<file path="config.mk">
export PLATFORM = sky130hd
export DESIGN_NAME = minv_seq_ctrl
export DESIGN_NICKNAME = d
export VERILOG_FILES = /design/src/rtl/minv_seq_ctrl.sv
export SDC_FILE = /design/constraint.sdc
export NUM_CORES = 1
export LEC_CHECK = 0
export ABC_AREA = 1
export CAP_MARGIN = 30
export CORE_ASPECT_RATIO = 0.6
export CORE_MARGIN = 4
export CORE_UTILIZATION = 45
export DETAILED_ROUTE_END_ITERATION = 7
export PLACE_DENSITY = 0.73
export RECOVER_POWER = 25
export SYNTH_ARGS = -nofsm -noshare
export SYNTH_HDL_FRONTEND = slang
export SYNTH_SLANG_ARGS = --single-unit
</file>
<file path="constraint.sdc">
create_clock -name clk -period 1.6 [get_ports clk]
set_clock_uncertainty 0.15 [all_clocks]
set_input_delay 0.32 -clock clk [delete_from_list [all_inputs] [get_ports clk]]
set_output_delay 0.32 -clock clk [all_outputs]
set_load 0.005 [all_outputs]
</file>
<file path="src/rtl/minv_seq_ctrl.sv">
// minv_seq_ctrl: issues one micro-op per cycle for the binary extended-Euclid inversion datapath,
// detecting termination or failure and writing the minv result-select flag.
module minv_seq_ctrl #(
    parameter int W       = 32,
    parameter int MAX_OPS = 4 * W
) (
    input  logic       clk,
    input  logic       rst,
    input  logic       start,
    input  logic       abort,
    input  logic       u_is_one,
    input  logic       v_is_one,
    input  logic       u_is_zero,
    input  logic       v_is_zero,
    input  logic       u_even,
    input  logic       v_even,
    input  logic       u_ge_v,
    output logic [2:0] op,
    output logic       op_valid,
    output logic       minv_flag_we,
    output logic       minv_flag_in,
    output logic       busy,
    output logic       done,
    output logic       err
);
    localparam int CNT_W = $clog2(MAX_OPS + 1);
    localparam logic [1:0] S_IDLE = 2'd0, S_LOAD = 2'd1, S_ITER = 2'd2, S_FIN = 2'd3;
    localparam logic [2:0] OP_NOP = 3'd0, OP_LOAD = 3'd1, OP_HALVE_U = 3'd2,
                           OP_HALVE_V = 3'd3, OP_SUB_U = 3'd4, OP_SUB_V = 3'd5;

    logic [1:0]       state;
    logic [CNT_W-1:0] cnt;
    logic             fail;
    logic             at_max, ok, term;
    logic [2:0]       next_op;

    always_comb begin
        at_max  = cnt == CNT_W'(MAX_OPS);
        ok      = u_is_one | v_is_one;
        term    = ok | u_is_zero | v_is_zero | at_max;
        next_op = u_even ? OP_HALVE_U : v_even ? OP_HALVE_V : u_ge_v ? OP_SUB_U : OP_SUB_V;
    end

    // Status already reflects the op on the bus this cycle, so the decision for
    // the next cycle is taken from it in LOAD as well as ITER.
    always_ff @(posedge clk or posedge rst) begin
        if (rst) begin
            state        <= S_IDLE;
            cnt          <= '0;
            fail         <= 1'b0;
            op           <= OP_NOP;
            op_valid     <= 1'b0;
            minv_flag_we <= 1'b0;
            minv_flag_in <= 1'b0;
            busy         <= 1'b0;
            done         <= 1'b0;
            err          <= 1'b0;
        end else begin
            op           <= OP_NOP;
            op_valid     <= 1'b0;
            minv_flag_we <= 1'b0;
            minv_flag_in <= 1'b0;
            done         <= 1'b0;
            err          <= 1'b0;
            case (state)
                S_IDLE: if (start) begin
                    state    <= S_LOAD;
                    cnt      <= '0;
                    busy     <= 1'b1;
                    op       <= OP_LOAD;
                    op_valid <= 1'b1;
                end
                S_LOAD, S_ITER: if (abort) begin
                    state <= S_IDLE;
                    busy  <= 1'b0;
                end else if (term) begin
                    state        <= S_FIN;
                    fail         <= ~ok;
                    minv_flag_we <= ok;
                    minv_flag_in <= ok & ~u_is_one;
                end else begin
                    state    <= S_ITER;
                    op       <= next_op;
                    op_valid <= 1'b1;
                    cnt      <= at_max ? cnt : cnt + 1'b1;
                end
                default: begin
                    state <= S_IDLE;
                    busy  <= 1'b0;
                    done  <= 1'b1;
                    err   <= fail;
                end
            endcase
        end
    end
endmodule

</file>
### Yosys cells after proc, flatten, opt, wreduce, memory -nomap -nowiden

Index checks and enable logic that the tools add are counted.

* flip-flop bits (word level): 20
* bits of input ports: 11
* output and inout bits: 9
* word-level logic and storage cells: 65

* $add $sub $neg: 1
* equality and inequality tests: 8
* mux-type cells: 31
* bitwise gates (word level): 8
* reductions and logical operators: 7

Operators with widths (count)
* two-way mux 8 bit: 4
* two-way mux 1 bit: 16
* case mux 8 bit (2 select lines): 1
* two-way mux 3 bit: 4
* != test 2 bit, second input constant: 5
* adder 8 x 1 -> 8 bit, second input constant: 1
* == test 8 bit, second input constant: 1
* case mux 3 bit (2 select lines): 1
* AND reduction 5 bit: 1
* two-way mux 2 bit: 2
* bitwise OR 1 bit: 4
* case mux 1 bit (2 select lines): 2
* case mux 2 bit (2 select lines): 1
* NOT 1 bit: 3
* AND reduction 3 bit: 1
* OR reduction 3 bit: 1
* == test 2 x 1 -> 1 bit, second input constant: 1
* == test 2 bit, second input constant: 1
* zero test 2 bit: 1
* AND reduction 2 bit: 1
* nonzero test 2 bit: 1
* OR reduction 2 bit: 1
* AND 1 bit: 1

### Logic depth before layout (Yosys ltp)

* word-level depth: 7
* mapped depth: 10
* depth with buffers taken out: 10

### Worst setup path after synthesis

No wires, ideal clock.

* path kind: reg2reg
* start: register state[1]
* end: register cnt[5]
* setup time: 0.117 ns
* data arrival time: 1.352 ns
* data required time: 1.333 ns
* slack: -0.019 ns
* cell stages (with the launch flop): 8
* path buffers: 0
* clock period less this slack: 1.619 ns
* cells stage by stage: dfrtp_1 -> inv_1 -> ha_1 -> inv_1 -> a21oi_4 -> nand2_4 -> nand2_1 -> nand2_1

* word-level cells in the longest chain between the ends: 4
* elaborated cells between the ends (all ways): 11
* those cells by class: eq/ne: 6; mux: 1; reduce/logical: 4

RTL lines
* start: declaration: line 31 `logic [1:0] state;`
* start signal: assignment: line 48 `state <= S_IDLE;`
* start signal: assignment: line 67 `state <= S_LOAD;`
* start signal: assignment: line 74 `state <= S_IDLE;`
* == test 2 x 1 -> 1 bit / == test 2 bit (equally long branches): line 65 `case (state)`
* OR reduction 2 bit: line 65
* != test 2 bit (no line) / nonzero test 2 bit (equally long branches)
* AND reduction 5 bit (no line)
* end signal: assignment: line 85 `cnt <= at_max ? cnt : cnt + 1'b1;`
* end: declaration: line 32 `logic [CNT_W-1:0] cnt;`

Parallel ways exist; a longest one is shown, timed or not.
A chain may end at the register's enable or synchronous reset.

### Final worst setup path

* start: input u_is_zero
* end: register cnt[1]

* word-level cells in the longest chain between the ends: 5

RTL lines
* start: declaration: line 13 `input logic u_is_zero,`
* bitwise OR 1 bit (3 in a row): line 40 `term = ok | u_is_zero | v_is_zero | at_max;`
* != test 2 bit (no line)
* AND reduction 5 bit (no line)

Every way passes these cells.

==> run metrics <==
grt total ovfl 0; Die ar. between 3000 and 4000 um^2; reg2reg start state[0]; Worst Path Arrival 1.60 ns; syn_area_per_cell 7.807 um^2; layout cell share with drive strength beyond 1 27.93%; status complete, no violations; setup slack at placement -0.2360 ns; endpoint class of the critical path flop; Clock Pin Slew Worst Setup and Hold Paths 0.08 ns; vias in the first global route 992; CTS max path bufs 2; crit path cell chain clkdlybuf4s50_1 > or2_4 > nor2_4 > nand3_4 > nand2_4 > nand2_8 > nand2_1 > nand2_1; total number of vias 1082; later-pin clock latency in the skew report 0.26 ns; reg2reg path depth 7; drt drc 0; Total Routed Length 2919 um; dominant cells by area after synthesis dfrtp_1 (45%), nand2_1 (15%), inv_1 (8.1%); Multi-input gate area 603.1 um^2; CP max stage cell clkdlybuf4s50_1; cell count after synthesis 142; peak per-stage delay on the critical path 0.40 ns; R2R Path End cnt[1]; final hold vios 0; Clock Sinks 20; first-pass GRT wire length 4519 um; Fmax 627.9 MHz; synthesized area ~1100 um^2; hold depth 2; core footprint 2245 um^2; WL per Instance about 14 um; Yosys Warn Count 0; Peak VDD IR 1121 uV; MaxCap Viol Count 0; row cnt 13; Area growth, synth to finish 45.49%; Initial Util 49.39%; synth unique cells 20; PD cells 1704 nW/um^2; Seq/Total Area, Yosys 45.15%; CP delay by family, top simple AND/OR/NAND/NOR gates; syn_nets 157; total global-route track usage a little under a fifth; Max FO, Critical Path 8; DRT iter0 DRCs between 80 and 90; Buf/Inv on CP 1; Hold Crit Start u_is_one; post-synth top area share 45.15%; DR vias/cell 5.177; Tot Pwr 2.748 mW; CTS Root Cell clkbuf_8; Worst Path Required 1.60 ns; Worst-Margin Slew 0.4824 ns; Die Wd 72.08 um; fin crit share between 90% and 100%; port buffer count 19; drt pass-1 iters 4; min cycle time layout roughly 1.6 ns; Routed Antenna Nets 0; Worst setup SP type input pin; flops & latches, synth 20; final setup margin roughly 0.0074 ns; Sequential Area between 500 and 600 um^2; Detail Placement HPWL approximately 2000 um; # IOs 20; Antenna Cells 0; end of the worst hold path minv_flag_in; R2R setup slack ~0.020 ns; TritonCTS buffer count 3; CTS tree done; Clock H-tree levels 1; Hold Path Class input pin to flop; fillers 163; Slew HR 67.84%; Leak between 0.8 and 0.9 nW; Core Util, Final 71.85%; Setup CP Type input pin to flop; antenna violations before repair 0; routability cong. 0.8010; Die Height 46.45 um; Final Max Tran Viols 0; largest net degree at the start of global routing 21; biggest area consumer among synthesized cells dfrtp_1; # setup viols final 0; CP most frequent cell nand2_1; layout net count 195
[registers in the layout, summed over array words and instances, names as in the netlist]
name,cells
err,1
busy,1
cnt,8
minv_flag_we,1
done,1
op_valid,1
fail,1
op,3
minv_flag_in,1
state,2
[worst max path at each step]
| stage | slack [ns] | from | depth (start not counted) | end |
|---|---|---|---|---|
| 2_1_floorplan | 0.004 | state[1] | 7 | cnt[5] |
| 3_3_place_gp | -0.20 | v_is_one | 8 | cnt[2] |
| 3_5_place_dp | -0.24 | v_is_one | 8 | cnt[0] |
| 4_1_cts | 0.01 | state[0] | 8 | cnt[6] |
| 5_1_grt | -0.08 | state[0] | 7 | cnt[1] |
| 6_report | 0.007 | u_is_zero | 8 | cnt[1] |
[what timing repair did]
item | 4_1_cts | 5_1_grt
gates resized for setup | 6 | 29
buffers inserted | 0 | 4
pin swaps | 0 | 9
endpoints found under the setup margin | 13 | 14
hold buffers | 0 | 0
cloned | 0 | 1
[where the power goes]
group | switching [mW] | internal [mW]
clock | 0.176 | 0.334
combinational | 0.884 | 0.663
sequential | 0.0652 | 0.625
total | 1.12 | 1.62
[Yosys cell counts, drive strengths merged]
cell   instances
inv           24
a21oi          7
nand4          1
nand3         12
nand2         46
nor3           1
nor2          18
o21a           1
dfrtp         20
or2            2
nor3b          2
o21ai          4
ha             4
[cells in the final DEF, fill, tap and decap left out, drive strengths merged]
| master | instances |
|---|---|
| nand2 | 47 |
| inv | 24 |
| dfrtp | 20 |
| nor2 | 18 |
| clkdlybuf4s50 | 12 |
| nand3 | 12 |
| buf | 12 |
| a21oi | 7 |
| o21ai | 4 |
| dlymetal6s2s | 4 |
| clkbuf | 4 |
| ha | 4 |
| or2 | 2 |
| dlygate4sd2 | 2 |
| nor3b | 2 |
| nand4 | 1 |
| nor3 | 1 |
| o21a | 1 |
| bufinv | 1 |
| dlygate4sd3 | 1 |
[logic make-up (layout without fill, tap and decap cells)]
| logic type | Yosys count | in the layout | synth area share, % |
|---|---|---|---|
| flip-flops | 20 | 20 | 45.15 |
| buffers and inverters | 24 | 60 | 8.127 |
| AND/OR/NAND/NOR | 82 | 83 | 35.21 |
| AO/OA/AOI/OAI | 12 | 12 | 6.998 |
| adder cells (fa/ha/maj) | 4 | 4 | 4.515 |
[worst reg2reg max path, stage by stage, from the launching register on]
cell and delay (ns):
dfrtp_1 0.38, inv_2 0.07, ha_4 0.28, inv_4 0.05, a21oi_4 0.26, buf_6 0.15
nand3_1 0.09, nand2_1 0.09
[area by class of cell]
cell class                 instances  area share [%]
clock buffer                       3           2.560
inverter                          24           5.741
sequential                        20           31.03
clock inverter                     1           1.862
timing repair buffer              32           19.08
multi-input combinational         99           37.39
tap                               30           2.327
[stage by stage]
stage	instances	cell area (um^2)	setup TNS, ns	hold slack, ns
5_1_grt	209	1613	-0.2509	0.1108
6_report	209	1613	0	0.09583
3_5_place_dp	200	1404	-2.872	0.3033
2_1_floorplan	142	1109	0	0.1338
3_3_place_gp	200	1404	-2.308	0.2999
4_1_cts	204	1485	0	0.2438
[per-layer routing]
layer | track usage (%) | wire length [um] | share of wire, %
met1 | 22.64 | 1251 | 43
met3 | 7.407 | 192 | 6.6
met2 | 29.66 | 1388 | 48
met4 | 5.618 | 86 | 2.9
met5 | 0 | 0 | 0
No activity file was read; power rests on OpenSTA's default activity.
